<file path="src/rtl/alu_pkg.sv">
// Shared encodings for the nibble-serial ALU: op codes, sequencer states,
// per-op core control table and op classification helpers.
package alu_pkg;

  typedef enum logic [2:0] {
    OP_ADD = 3'd0, OP_ADC = 3'd1, OP_SUB = 3'd2, OP_SBC = 3'd3,
    OP_AND = 3'd4, OP_XOR = 3'd5, OP_OR  = 3'd6, OP_CP  = 3'd7
  } alu_op_t;

  typedef enum logic [1:0] {
    S_IDLE, S_LOAD_A, S_LOW, S_HIGH
  } seq_state_t;

  // {R,S,V} core select; all arithmetic ops run the plain adder (000).
  localparam logic [2:0] ALU_RSV [0:7] = '{
    3'b000, 3'b000, 3'b000, 3'b000,
    3'b100, 3'b010, 3'b001, 3'b000
  };

  function automatic logic op_is_sub(alu_op_t o);
    return (o == OP_SUB) || (o == OP_SBC) || (o == OP_CP);
  endfunction

  function automatic logic op_is_logic(alu_op_t o);
    return (o == OP_AND) || (o == OP_XOR) || (o == OP_OR);
  endfunction

endpackage

</file>
<file path="src/rtl/alu_sequencer.sv">
// Three-cycle controller for the nibble-serial ALU: load A, low nibble with
// operand B, high nibble with result, then flag capture.
module alu_sequencer
  import alu_pkg::*;
(
  input  logic       clk,
  input  logic       nreset,
  input  logic       start,
  input  logic [2:0] op,
  output logic       busy,
  output logic       done,
  output logic       opa_req,
  output logic       opb_req,
  output logic       alu_oe,
  output logic       alu_shift_oe,
  output logic       alu_op1_oe,
  output logic       alu_op2_oe,
  output logic       alu_res_oe,
  output logic       alu_bs_oe,
  output logic       alu_op1_sel_bus,
  output logic       alu_op2_sel_bus,
  output logic       alu_sel_op2_neg,
  output logic       alu_sel_op2_high,
  output logic       alu_op_low,
  output logic       alu_core_cf_in,
  output logic       alu_core_R,
  output logic       alu_core_S,
  output logic       alu_core_V,
  output logic       alu_parity_in,
  input  logic       alu_core_cf_out,
  input  logic       alu_parity_out,
  input  logic       alu_zero,
  input  logic       alu_sf_out,
  output logic       cf,
  output logic       hf,
  output logic       pf,
  output logic       zf,
  output logic       sf
);

  seq_state_t state;
  alu_op_t    op_q;
  logic       cin_q, t_hc, t_zlo;

  // Operand latches are never read back onto the internal bus by this sequence.
  assign alu_op1_oe = 1'b0;
  assign alu_op2_oe = 1'b0;
  assign alu_bs_oe  = 1'b0;

  // Outputs are registered for the state being entered; low-nibble parity
  // is held directly in alu_parity_in for the high phase.
  always_ff @(posedge clk or negedge nreset) begin
    if (!nreset) begin
      state            <= S_IDLE;
      op_q             <= OP_ADD;
      cin_q            <= 1'b0;
      t_hc             <= 1'b0;
      t_zlo            <= 1'b0;
      busy             <= 1'b0;
      done             <= 1'b0;
      opa_req          <= 1'b0;
      opb_req          <= 1'b0;
      alu_oe           <= 1'b0;
      alu_shift_oe     <= 1'b0;
      alu_res_oe       <= 1'b0;
      alu_op1_sel_bus  <= 1'b0;
      alu_op2_sel_bus  <= 1'b0;
      alu_sel_op2_neg  <= 1'b0;
      alu_sel_op2_high <= 1'b0;
      alu_op_low       <= 1'b0;
      alu_core_cf_in   <= 1'b0;
      {alu_core_R, alu_core_S, alu_core_V} <= 3'b000;
      alu_parity_in    <= 1'b0;
    end else begin
      busy             <= 1'b0;
      done             <= 1'b0;
      opa_req          <= 1'b0;
      opb_req          <= 1'b0;
      alu_oe           <= 1'b0;
      alu_shift_oe     <= 1'b0;
      alu_res_oe       <= 1'b0;
      alu_op1_sel_bus  <= 1'b0;
      alu_op2_sel_bus  <= 1'b0;
      alu_sel_op2_neg  <= 1'b0;
      alu_sel_op2_high <= 1'b0;
      alu_op_low       <= 1'b0;
      alu_core_cf_in   <= 1'b0;
      {alu_core_R, alu_core_S, alu_core_V} <= 3'b000;
      alu_parity_in    <= 1'b0;
      case (state)
        S_IDLE: if (start) begin
          state           <= S_LOAD_A;
          op_q            <= alu_op_t'(op);
          cin_q           <= ((op == OP_ADC) || (op == OP_SBC)) && cf;
          busy            <= 1'b1;
          opa_req         <= 1'b1;
          alu_shift_oe    <= 1'b1;
          alu_op1_sel_bus <= 1'b1;
        end
        S_LOAD_A: begin
          state           <= S_LOW;
          busy            <= 1'b1;
          opb_req         <= 1'b1;
          alu_shift_oe    <= 1'b1;
          alu_op2_sel_bus <= 1'b1;
          alu_op_low      <= 1'b1;
          alu_sel_op2_neg <= op_is_sub(op_q);
          alu_core_cf_in  <= cin_q ^ op_is_sub(op_q);
          {alu_core_R, alu_core_S, alu_core_V} <= ALU_RSV[op_q];
        end
        S_LOW: begin
          state            <= S_HIGH;
          t_hc             <= alu_core_cf_out;
          t_zlo            <= alu_zero;
          busy             <= 1'b1;
          done             <= 1'b1;
          alu_res_oe       <= 1'b1;
          alu_oe           <= (op_q != OP_CP);
          alu_sel_op2_high <= 1'b1;
          alu_sel_op2_neg  <= op_is_sub(op_q);
          alu_core_cf_in   <= alu_core_cf_out;
          alu_parity_in    <= alu_parity_out;
          {alu_core_R, alu_core_S, alu_core_V} <= ALU_RSV[op_q];
        end
        default: state <= S_IDLE;
      endcase
    end
  end

  always_ff @(posedge clk or negedge nreset) begin
    if (!nreset) begin
      {cf, hf, pf, zf, sf} <= 5'b0;
    end else if (state == S_HIGH) begin
      if (op_is_logic(op_q)) begin
        cf <= 1'b0;
        hf <= (op_q == OP_AND);
      end else begin
        cf <= alu_core_cf_out ^ op_is_sub(op_q);
        hf <= t_hc ^ op_is_sub(op_q);
      end
      pf <= alu_parity_out;
      zf <= t_zlo & alu_zero;
      sf <= alu_sf_out;
    end
  end

endmodule

</file>
<file path="config.mk">
export PLATFORM = sky130hd
export DESIGN_NAME = alu_sequencer
export DESIGN_NICKNAME = d
export VERILOG_FILES = /design/src/rtl/alu_pkg.sv /design/src/rtl/alu_sequencer.sv
export SDC_FILE = /design/constraint.sdc
export NUM_CORES = 1
export LEC_CHECK = 0
export CELL_PAD_IN_SITES_DETAIL_PLACEMENT = 0
export CELL_PAD_IN_SITES_GLOBAL_PLACEMENT = 1
export CORE_ASPECT_RATIO = 1.1
export CORE_MARGIN = 2
export CORE_UTILIZATION = 37
export CTS_CLUSTER_SIZE = 24
export DETAILED_ROUTE_END_ITERATION = 6
export HOLD_SLACK_MARGIN = 0.1
export PLACE_DENSITY = 0.9
export SLEW_MARGIN = 20
export SYNTH_ARGS = -nofsm -noshare
export SYNTH_HDL_FRONTEND = slang
export SYNTH_SLANG_ARGS = --single-unit
</file>
<file path="constraint.sdc">
create_clock -name clk -period 4.8 [get_ports clk]
set_clock_uncertainty 0.2 [all_clocks]
set_input_delay 0.48 -clock clk [delete_from_list [all_inputs] [get_ports clk]]
set_output_delay 0.48 -clock clk [all_outputs]
set_load 0.1 [all_outputs]
</file>
**Word level (Yosys, flattened, before mapping)**

Memories as Yosys holds them, arrays and structs flattened.
Index checks and enable logic that the tools add are counted.

- Memories: 1
- Bits in latches: 0
- Bits in read-only memories: 24
- RAM bits: 0
- Output and inout port bits: 25
- Bits of input ports: 10
- Register bits after elaboration: 25

- Muxes and demuxes: 19
- Shift operators: 0
- Order comparisons: 1
- Equality and inequality tests: 13
- $mul: 0
- Divide/modulo/power cells: 0
- Bitwise operators: 5
- Reduce and logical (&&, ||, !) cells: 9
- $add $sub $neg: 0

Memories:

| name | words | bits a word | rd ports | clocked after memory_dff | wr ports | RTL line | RTL |
|---|---|---|---|---|---|---|---|
| (name not given) | 8 | 3 | 1 | 0 | 0 | alu_sequencer.sv:123 | `{alu_core_R, alu_core_S, alu_core_V} <= ALU_RSV[op_q];` |

Operators by type and width:

| kind | count |
|---|---|
| $eq 3x3->1 const B | 4 |
| $mux 1 | 12 |
| $eq 3x2->1 const B | 3 |
| $mux 3 | 2 |
| $pmux 1 s2 | 3 |
| $pmux 2 s3 | 1 |
| $logic_or 1x1->1 | 5 |
| $eq 2x2->1 const B | 2 |
| $ge 4x4->1 const B | 1 |
| $not 3->4 | 1 |
| $eq 3x1->1 const B | 1 |
| $ne 3x3->1 const B | 1 |
| $xor 1x1->1 | 3 |
| $eq 2x1->1 const B | 1 |
| $logic_not 2->1 | 1 |
| $mux 2 | 1 |
| $ne 2x2->1 const B | 1 |
| $reduce_and 2->1 | 1 |
| $reduce_or 2->1 | 1 |
| $and 1x1->1 | 1 |
| $logic_and 1x1->1 | 1 |

**Longest topological paths before layout**

- Depth in word-level cells: 5
- Gate-level depth with buffers: 5
- Depth with buffers taken out: 5

**Least setup slack after synthesis**

No wires, ideal clock.

- Path type: reg2out
- Start point: reg alu_op_low
- End point: out alu_op_low
- Required time: 4120 ps
- Stages on the path, launching flop included: 2
- Setup slack: 2779 ps
- Buffers on the path: 1
- Data arrival time: 1341 ps
- Cells stage by stage: dfrtp_1 > buf_4

RTL lines:

| item | RTL line | RTL |
|---|---|---|
| start: declaration | alu_sequencer.sv:24 | `output logic alu_op_low,` |
| start signal: assignment | alu_sequencer.sv:70 | `alu_op_low <= 1'b0;` |
| start signal: assignment | alu_sequencer.sv:86 | `alu_op_low <= 1'b0;` |
| start signal: assignment | alu_sequencer.sv:106 | `alu_op_low <= 1'b1;` |

No word-level cell between the ends.

==> flow_metrics.env <==
export IMPL_status="finished, final reports clean"
export IMPL_synth_cells=90
export IMPL_antenna_diode_count=0
export IMPL_async_reset_ff_share_pct=100.0
export IMPL_fin_ws_ns=2.273
export IMPL_ys_ff_latch=25
export IMPL_cap_violations=0
export IMPL_htreeDepth=1
export IMPL_startpoint="alu_sel_op2_high$_DFF_PN0_"
export IMPL_slew_violations=0
export IMPL_worst_slew_pin_slew_ns=0.9732
export IMPL_drc=0
export IMPL_holdPathStages=1
export IMPL_gp_congestion=0.7273
export IMPL_cts_root_buf="clkbuf_4"
export IMPL_hold_class="register to register"
export IMPL_grt_overflow=0
export IMPL_dieWidth_um=55.21
export IMPL_max_stage_delay_ns=1.14
export IMPL_critPathCaptureType="output port"
export IMPL_top_register="op_q"
export IMPL_wl_per_cell_um=12.64
export IMPL_crit_arrival_ns=1.85
export IMPL_critPathLaunchType="register"
export IMPL_clock_path_buffers=2
export IMPL_r2r_start="state[0]$_DFFE_PN0P_"
export IMPL_synth_area_leaders="dfrtp_1, buf_4, mux2_2"
export IMPL_synth_edff_count=0
export IMPL_pre_cts_slack_ns=2.624
export IMPL_clkLatencyLatePin_ns=0.31
export IMPL_worst_path_max_delay_cell="clkdlybuf4s50_1"
export IMPL_grt_pass1_wl_mm=3.146
export IMPL_ys_flop_type="dfrtp_1"
export IMPL_nets=133
export IMPL_cts_sinks=25
export IMPL_clk_pin_slew_ns=0.13
export IMPL_setup_viol=0
export IMPL_ios=35
export IMPL_worstSetupPathType="register to output port"
export IMPL_synth_top_area_share_pct=58.62
export IMPL_rsz0062_at_grt="false"
export IMPL_cts_setup_buffers=0
export IMPL_cpLargestDelayFamily="buffers and inverters"
export IMPL_grt_usage_pct=12.51
export IMPL_routed_via_count=729
export IMPL_hold_start="t_zlo$_DFFE_PN0N_"
export IMPL_grt_max_degree=26
export IMPL_netlist_area_sq_mm=0.001067
export IMPL_yosysSeqAreaShare_pct=58.62
export IMPL_cts_tree="done"
export IMPL_core_area_sq_mm=0.002753
export IMPL_period_share_pct=52.64
export IMPL_largest_reg_flops=3
export IMPL_initial_core_util_pct=38.77
export IMPL_drive_gt1_share_pct=8.475
export IMPL_relSlewSlack_pct=34.92
export IMPL_final_hold_viol_count=0
export IMPL_synthToLayoutAreaGrowth_pct=30.01
export IMPL_synth_distinct_cells=25
export IMPL_path_depth=1
export IMPL_grt_pass1_vias=696
export IMPL_drt_pass1_iter_count=4
export IMPL_syn_avg_cell_area_sq_um=11.86
export IMPL_cp_data_required_time_ns=4.12
export IMPL_ctsResizeCount=0
export IMPL_numPortBuffers=31
export IMPL_vias_per_cell=4.828
export IMPL_fin_setup_tns_ns=0
export IMPL_rows=20
export IMPL_fp_dieArea_sq_mm=0.003331
export IMPL_drt_total_wl_mm=1.909
export IMPL_yosysMostFrequentCell="dfrtp_1"
export IMPL_die_y_um=60.33
export IMPL_synth_top_area_cell="dfrtp_1"
export IMPL_ys_warn_count=0
export IMPL_path_cells="clkdlybuf4s50_1"
export IMPL_crit_buf_inv=1
export IMPL_reg_top3="op_q x3, state x2"
export IMPL_antenna_found_initial=0
export IMPL_cp_max_fo=3
export IMPL_fmax_ghz=0.3958
export IMPL_drt_initial_drc_count=6
export IMPL_yosys_top_cells_count="dfrtp_1, buf_4, inv_1, mux2_2"
export IMPL_ff2ff_path_depth=4
export IMPL_cts_made_buffers=3
export IMPL_drtAntennaViolNets=0
export IMPL_layout_min_cycle_time_ns=2.527
==> layer usage <==
| layer | vias to the layer above | track usage [%] | wire, um | part of all wire [%] |
|---|---|---|---|---|
| met4 | 0 | 9.408 | 62 | 3.2 |
| met1 | 351 | 14.31 | 780 | 41 |
| met5 | - | 0 | 0 | 0 |
| met3 | 5 | 1.919 | 110 | 5.8 |
| met2 | 29 | 21.77 | 955 | 50 |
| li1 | 344 | - | - | - |
==> kinds of logic after synthesis <==
kind of cell / after synthesis / share of synthesized area, %
and+or+nand+nor: 27 / 13.95
buffers and inverters: 15 / 8.324
AOI/OAI and AO/OA: 9 / 4.807
DFF: 25 / 58.62
other: 1 / 0.3514
adders and majority gates: 4 / 4.690
muxes: 8 / 8.440
xor gates and xnor gates: 1 / 0.8208
==> layout make-up <==
cell class	count	area, sq um
inverters	5	18.77
flip-flops and latches	25	625.6
multi-input cells	52	360.3
fillers	260	1365
repair buffers	32	315.3
clock buffers	4	26.28
well taps	33	41.29
==> path summary, 6_finish.rpt <==
path,endpoint,slack [ns]
worst max-delay path,alu_res_oe,2.27
worst min-delay path,t_zlo$_DFFE_PN0N_,0.32
worst max register to register,state[1]$_DFFE_PN0P_,3.20
worst min register to register,t_zlo$_DFFE_PN0N_,0.32
max in group asynchronous,state[0]$_DFFE_PN0P_,3.58
min in group asynchronous,alu_oe$_DFF_PN0_,0.46
==> timing repair <==
action | in CTS | in global routing
hold endpoints to repair | 0 | 25
hold buffers | 0 | 1
endpoints found under the setup margin | 0 | 0
==> per-stage QoR <==
stage	util [%]	hold slack (ns)	instance area, sq um	std cells
floorplan	-	-0.01559	1075	92
global placement	49.27	0.2883	1356	146
detailed placement	49.27	0.2930	1356	146
CTS	50.23	0.3216	1383	150
global route	50.41	0.3509	1388	151
finish	50.41	0.3187	1388	151
==> placed cells by master, fill, tap and decap left out, types with 2 or more instances in the layout <==
cell type,n
o21ai_0,2
a21oi_1,4
nand3b_1,3
nand3_1,3
conb_1,3
dfrtp_1,25
nand2_1,4
nor3b_1,2
ha_1,4
a31oi_1,2
nor2_1,4
mux2_2,5
nor2b_1,3
nand2b_1,2
mux2_1,3
nor3_1,2
clkdlybuf4s50_1,30
inv_1,5
clkbuf_4,3
Power is left out: the tool's default activity adds up to more than one toggle a clock period on the data nets, which glitch-free logic cannot reach.
